File: src/rtl/winograd_pkg.sv
// Shared constants and state type for the Winograd F(2x2,3x3) filter transform.
package winograd_pkg;

  localparam int WG_TILE  = 4;  // transformed tile edge (U is WG_TILE x WG_TILE)
  localparam int WG_KSIZE = 3;  // spatial filter edge
  localparam int WG_OUT   = 2;  // output tile edge of the matching conv kernel

  typedef enum logic [1:0] {
    LOAD,
    ROW,
    COL,
    DONE
  } wg_kt_state_t;

endpackage

File: src/rtl/winograd_kt_row_xform.sv
// Combinational 1x3 -> 1x4 Winograd filter transform:
//   [a, b, c] -> [a, (a+b+c)>>>1, (a-b+c)>>>1, c]
// Sums are formed two bits wider than the inputs so they never overflow.
// The arithmetic shift rounds toward -inf. Each output is one bit wider than the inputs.
module winograd_kt_row_xform #(
  parameter int IN_WIDTH = 34
) (
  input  logic [IN_WIDTH-1:0] a,
  input  logic [IN_WIDTH-1:0] b,
  input  logic [IN_WIDTH-1:0] c,
  output logic [IN_WIDTH:0]   y0,
  output logic [IN_WIDTH:0]   y1,
  output logic [IN_WIDTH:0]   y2,
  output logic [IN_WIDTH:0]   y3
);

  logic [IN_WIDTH+1:0] a_x, b_x, c_x;
  logic [IN_WIDTH+1:0] sum_p, sum_m;
  logic                unused_lsb;

  assign a_x   = {{2{a[IN_WIDTH-1]}}, a};
  assign b_x   = {{2{b[IN_WIDTH-1]}}, b};
  assign c_x   = {{2{c[IN_WIDTH-1]}}, c};
  assign sum_p = a_x + b_x + c_x;
  assign sum_m = a_x - b_x + c_x;

  // The bit shifted out by the halving is discarded.
  assign unused_lsb = sum_p[0] ^ sum_m[0];

  assign y0 = {a[IN_WIDTH-1], a};
  assign y1 = sum_p[IN_WIDTH+1:1];
  assign y2 = sum_m[IN_WIDTH+1:1];
  assign y3 = {c[IN_WIDTH-1], c};

endmodule

File: src/rtl/winograd_kernel_transform.sv
// Sequential Winograd F(2x2,3x3) filter transform U = G*g*G^T.
// The block accepts the 9 words of a 3x3 filter in row-major order.
// It then transforms the filter columns (ROW phase, 3 cycles) and then the rows of T (COL phase, 4 cycles).
// The 4x4 result is held under valid/ready.
// Build option: define WINOGRAD_KT_SATURATE_EN to saturate the final narrowing
// to DATA_WIDTH instead of wrapping.
//
// state | meaning
// LOAD  | accepting filter elements g[0..8]
// ROW   | T[:,step] = G * g[:,step], step 0..2
// COL   | U[step,:] = T[step,:] * G^T, step 0..3, written to out_kernel
// DONE  | out_kernel valid, waiting for out_ready
module winograd_kernel_transform
  import winograd_pkg::*;
#(
  parameter int DATA_WIDTH = 32,
  parameter int FRAC_WIDTH = 16
) (
  input  logic                  clk,
  input  logic                  rst_n,
  input  logic [DATA_WIDTH-1:0] in_data,
  input  logic                  in_valid,
  output logic                  in_ready,
  output logic [DATA_WIDTH-1:0] out_kernel [WG_TILE*WG_TILE],
  output logic                  out_valid,
  input  logic                  out_ready
);

  localparam int XW = DATA_WIDTH + 2;
  // The fixed-point format does not affect the arithmetic; halving is a plain shift.
  localparam int unused_frac = FRAC_WIDTH;

  wg_kt_state_t state, state_nxt;

  logic [DATA_WIDTH-1:0] g_buf [WG_KSIZE][WG_KSIZE];
  logic [XW-1:0]         t_buf [WG_TILE][WG_KSIZE];
  logic [1:0]            ld_row, ld_col, step;
  logic                  last_elem;
  logic [XW-1:0]         x_a, x_b, x_c;
  logic [XW:0]           y [WG_TILE];
  logic [DATA_WIDTH-1:0] u_row [WG_TILE];

  assign last_elem = (ld_row == 2'd2) && (ld_col == 2'd2);

  // State register.
  always_ff @(posedge clk) begin
    if (!rst_n) state <= LOAD;
    else        state <= state_nxt;
  end

  // Next-state and handshake outputs.
  always_comb begin
    state_nxt = state;
    in_ready  = 1'b0;
    out_valid = 1'b0;
    case (state)
      LOAD: begin
        in_ready = 1'b1;
        if (in_valid && last_elem) state_nxt = ROW;
      end
      ROW:  if (step == 2'd2) state_nxt = COL;
      COL:  if (step == 2'd3) state_nxt = DONE;
      DONE: begin
        out_valid = 1'b1;
        if (out_ready) state_nxt = LOAD;
      end
      default: state_nxt = LOAD;
    endcase
  end

  // Feed the shared transform from a g column (sign-extended) or from a T row.
  always_comb begin
    x_a = '0;
    x_b = '0;
    x_c = '0;
    if (state == ROW) begin
      x_a = {{2{g_buf[0][step][DATA_WIDTH-1]}}, g_buf[0][step]};
      x_b = {{2{g_buf[1][step][DATA_WIDTH-1]}}, g_buf[1][step]};
      x_c = {{2{g_buf[2][step][DATA_WIDTH-1]}}, g_buf[2][step]};
    end else begin
      x_a = t_buf[step][0];
      x_b = t_buf[step][1];
      x_c = t_buf[step][2];
    end
  end

  winograd_kt_row_xform #(
    .IN_WIDTH(XW)
  ) u_xform (
    .a  (x_a),
    .b  (x_b),
    .c  (x_c),
    .y0 (y[0]),
    .y1 (y[1]),
    .y2 (y[2]),
    .y3 (y[3])
  );

  // Narrow transform results to the output word width.
  always_comb begin
    for (int k = 0; k < WG_TILE; k++) u_row[k] = '0;
`ifdef WINOGRAD_KT_SATURATE_EN
    for (int k = 0; k < WG_TILE; k++) begin
      if (y[k][XW:DATA_WIDTH-1] == {(XW-DATA_WIDTH+2){y[k][XW]}})
        u_row[k] = y[k][DATA_WIDTH-1:0];
      else if (y[k][XW])
        u_row[k] = {1'b1, {(DATA_WIDTH-1){1'b0}}};
      else
        u_row[k] = {1'b0, {(DATA_WIDTH-1){1'b1}}};
    end
`else
    for (int k = 0; k < WG_TILE; k++) u_row[k] = y[k][DATA_WIDTH-1:0];
`endif
  end

`ifndef WINOGRAD_KT_SATURATE_EN
  // When wrapping, the top bit of the wide result does not matter.
  logic unused_hi;
  assign unused_hi = y[0][XW] ^ y[1][XW] ^ y[2][XW] ^ y[3][XW];
`endif

  // Filter capture, T buffer, and output tile registers.
  always_ff @(posedge clk) begin
    if (!rst_n) begin
      ld_row <= 2'd0;
      ld_col <= 2'd0;
      step   <= 2'd0;
      for (int r = 0; r < WG_KSIZE; r++)
        for (int c = 0; c < WG_KSIZE; c++) g_buf[r][c] <= '0;
      for (int r = 0; r < WG_TILE; r++)
        for (int c = 0; c < WG_KSIZE; c++) t_buf[r][c] <= '0;
      for (int i = 0; i < WG_TILE*WG_TILE; i++) out_kernel[i] <= '0;
    end else begin
      case (state)
        LOAD: begin
          if (in_valid) begin
            g_buf[ld_row][ld_col] <= in_data;
            if (ld_col == 2'd2) begin
              ld_col <= 2'd0;
              ld_row <= (ld_row == 2'd2) ? 2'd0 : ld_row + 2'd1;
            end else begin
              ld_col <= ld_col + 2'd1;
            end
          end
        end
        ROW: begin
          // T holds values that fit in DATA_WIDTH+1 bits, so dropping the top bit is lossless.
          t_buf[0][step] <= y[0][XW-1:0];
          t_buf[1][step] <= y[1][XW-1:0];
          t_buf[2][step] <= y[2][XW-1:0];
          t_buf[3][step] <= y[3][XW-1:0];
          step <= (step == 2'd2) ? 2'd0 : step + 2'd1;
        end
        COL: begin
          out_kernel[{step, 2'd0}] <= u_row[0];
          out_kernel[{step, 2'd1}] <= u_row[1];
          out_kernel[{step, 2'd2}] <= u_row[2];
          out_kernel[{step, 2'd3}] <= u_row[3];
          step <= step + 2'd1;
        end
        default: ;
      endcase
    end
  end

endmodule

File: config.mk
export PLATFORM = sky130hd
export DESIGN_NAME = winograd_kernel_transform
export DESIGN_NICKNAME = d
export VERILOG_FILES = /design/src/rtl/winograd_pkg.sv /design/src/rtl/winograd_kt_row_xform.sv /design/src/rtl/winograd_kernel_transform.sv
export SDC_FILE = /design/constraint.sdc
export NUM_CORES = 2
export LEC_CHECK = 0
export BUFFER_PORTS_ARGS = -buffer_cell sky130_fd_sc_hd__buf_2
export CORE_MARGIN = 10
export CORE_UTILIZATION = 54
export CTS_CLUSTER_SIZE = 14
export DETAILED_ROUTE_END_ITERATION = 6
export PLACE_DENSITY = 0.74
export RECOVER_POWER = 100
export SYNTH_ARGS = -nofsm -noshare
export SYNTH_HDL_FRONTEND = slang
export SYNTH_HIERARCHICAL = 1
export SYNTH_SLANG_ARGS = --single-unit
File: constraint.sdc
create_clock -name clk -period 5.88 [get_ports clk]
set_clock_uncertainty 0.15 [all_clocks]
set_input_delay 1.176 -clock clk [delete_from_list [all_inputs] [get_ports clk]]
set_output_delay 1.176 -clock clk [all_outputs]
set_load 0.1 [all_outputs]
==> flow_metrics.env <==
export IMPL_wl_per_cell_um=25.9
export IMPL_final_common_cell="nand2_1"
export IMPL_routabilityCongestion=1.02
export IMPL_outcome="complete, but fails checks"
export IMPL_nNetsFinal=6009
export IMPL_yosysWarningCount=6
export IMPL_io_pins=550
export IMPL_clkLatencyLatePin_ns=0.75
export IMPL_slowest_stage="fa_1"
export IMPL_synthCells=5388
export IMPL_grt_pass1_wl_um=269000
export IMPL_die_area_mm2=0.113
export IMPL_crit_chain="inv_1 > ha_4 > buf_4 > nor2_1 > a21oi_1 > inv_1 > fa_1 > inv_1 > ha_1 > nand4_1 > or4_1 > o211ai_1 > a31oi_1 > o21ai_1 > xor2_1 > and2_1"
export IMPL_die_x_um=336
export IMPL_cts_max_path_buffers=3
export IMPL_power_density_mw_per_mm2=307
export IMPL_min_period_ns=5.81
export IMPL_violations="capacitance limit, slew limit"
export IMPL_slew_violations=135
export IMPL_drc_errors=0
export IMPL_areaGrowthSynthToFinish_pct=14.8
export IMPL_synth_nets=5567
export IMPL_rows=115
export IMPL_drive_above_1_share_pct=18.5
export IMPL_cp_max_fo=31
export IMPL_ant_nets=0
export IMPL_cp_common_cell="inv_1"
export IMPL_setup_viol=0
export IMPL_viasPerCell=5.95
export IMPL_cts_sinks=1218
export IMPL_first_iter_violations=5377
export IMPL_max_cap_viol_count=4
export IMPL_cts_tree="yes"
export IMPL_grt_antenna_before_repair=5
export IMPL_fmax_ghz=0.172
export IMPL_io_buffer_count=549
export IMPL_cts_root_buf="clkbuf_16"
export IMPL_avgSynthCellArea_um2=9.99
export IMPL_critPathMaxStageDelay_ns=0.77
export IMPL_cts_max_level=3
export IMPL_routed_wl_um=187000
export IMPL_hpwl_um=129000
export IMPL_rsz0062_at_grt="yes"
export IMPL_worst_pin_slew_ns=2.92
export IMPL_core_area_mm2=0.0987
export IMPL_required_ns=6.22
export IMPL_path_class="register to register"
export IMPL_hold_ws_ns=0.299
export IMPL_drt_first_pass_iters=5
export IMPL_clk_pin_slew_ns=0.06
export IMPL_grt_pass1_vias=40600
export IMPL_grt_max_degree=241
export IMPL_p_leak_nw=24.6
export IMPL_slew_headroom_pct=-95.4
export IMPL_initial_core_util_pct=54.5
export IMPL_min_period_over_period_pct=98.7
export IMPL_syn_cell_area_mm2=0.0538
export IMPL_vias=43000
export IMPL_cp_start_kind="register"
export IMPL_numCtsBuffers=121
export IMPL_power_mw=19.0
export IMPL_overflow=0
export IMPL_final_cell_mix="nand2_1, a21oi_1, dfxtp_1"
export IMPL_finalSetupTns_ns=0
export IMPL_hold_class="register to register"
export IMPL_hold_violations=0
export IMPL_ir_drop_uv=268
export IMPL_holdBufCountCts=0
export IMPL_crit_path_end_kind="register"
export IMPL_grt_use_total_pct=31.9
export IMPL_arrival_ns=6.15
export IMPL_die_height_um=336
through the flow:
stage	instances	cell area, um2	setup slack (ns)	utilization (%)
floorplan	5388	53800	1.05	-
global placement	6994	57600	0.316	58.4
detailed placement	6994	57600	0.265	58.4
CTS	7224	61800	0.172	62.6
global route	7224	61800	-0.161	62.6
finish	7225	61800	0.0739	62.6
metal layers:
metal  track usage, %  wire, um
met1             40.8     69200
met2             47.5     81800
met3             10.5     24500
met4             17.4     11600
met5                0        11
layout make-up:
class                      instances  area, um2
tap                             1287       1610
multi-input combinational       3511      21100
inverter                         233        882
clock inverter                    66        613
sequential                      1218      29700
fill                            7887      36900
timing repair buffer             745       4420
antenna                            1       2.50
clock buffer                     164       3510
where the power goes:
part | internal [mW] | switching [mW]
registers | 8.97 | 0.0521
logic | 0.571 | 1.46
clock network | 4.50 | 3.42
total | 14.0 | 4.93
timing repair:
action	4_1_cts	5_1_grt
endpoints found under the setup margin	0	58
gates resized for setup	0	11
setup buffers	0	0
worst max-delay path: cells and delay by family (launching register included):
family,cells,cell delay (ns)
adders and majority gates,3,1.68
buffers and inverters,4,0.77
AOI/OAI and AO/OA,4,1.49
xor gates and xnor gates,1,0.10
and+or+nand+nor,4,1.01
DFF,1,0.34
registers in the layout, summed over array words and instances, names as in the netlist, named ones only:
register,cells
out_kernel,512
t_buf,408
g_buf,288
ld_col,2
ld_row,2
state,2
step,2
path summary, 6_finish.rpt:
path                   start         endpoint  slack [ns]  depth (start not counted)
max reg2reg         state[1]     t_buf[1][33]        0.07                         16
min reg2reg  out_kernel[256]  out_kernel[256]        0.30                          2
max                 state[1]     t_buf[1][33]        0.07                         16
min          out_kernel[256]  out_kernel[256]        0.30                          2
No activity file was read; power rests on OpenSTA's default activity.
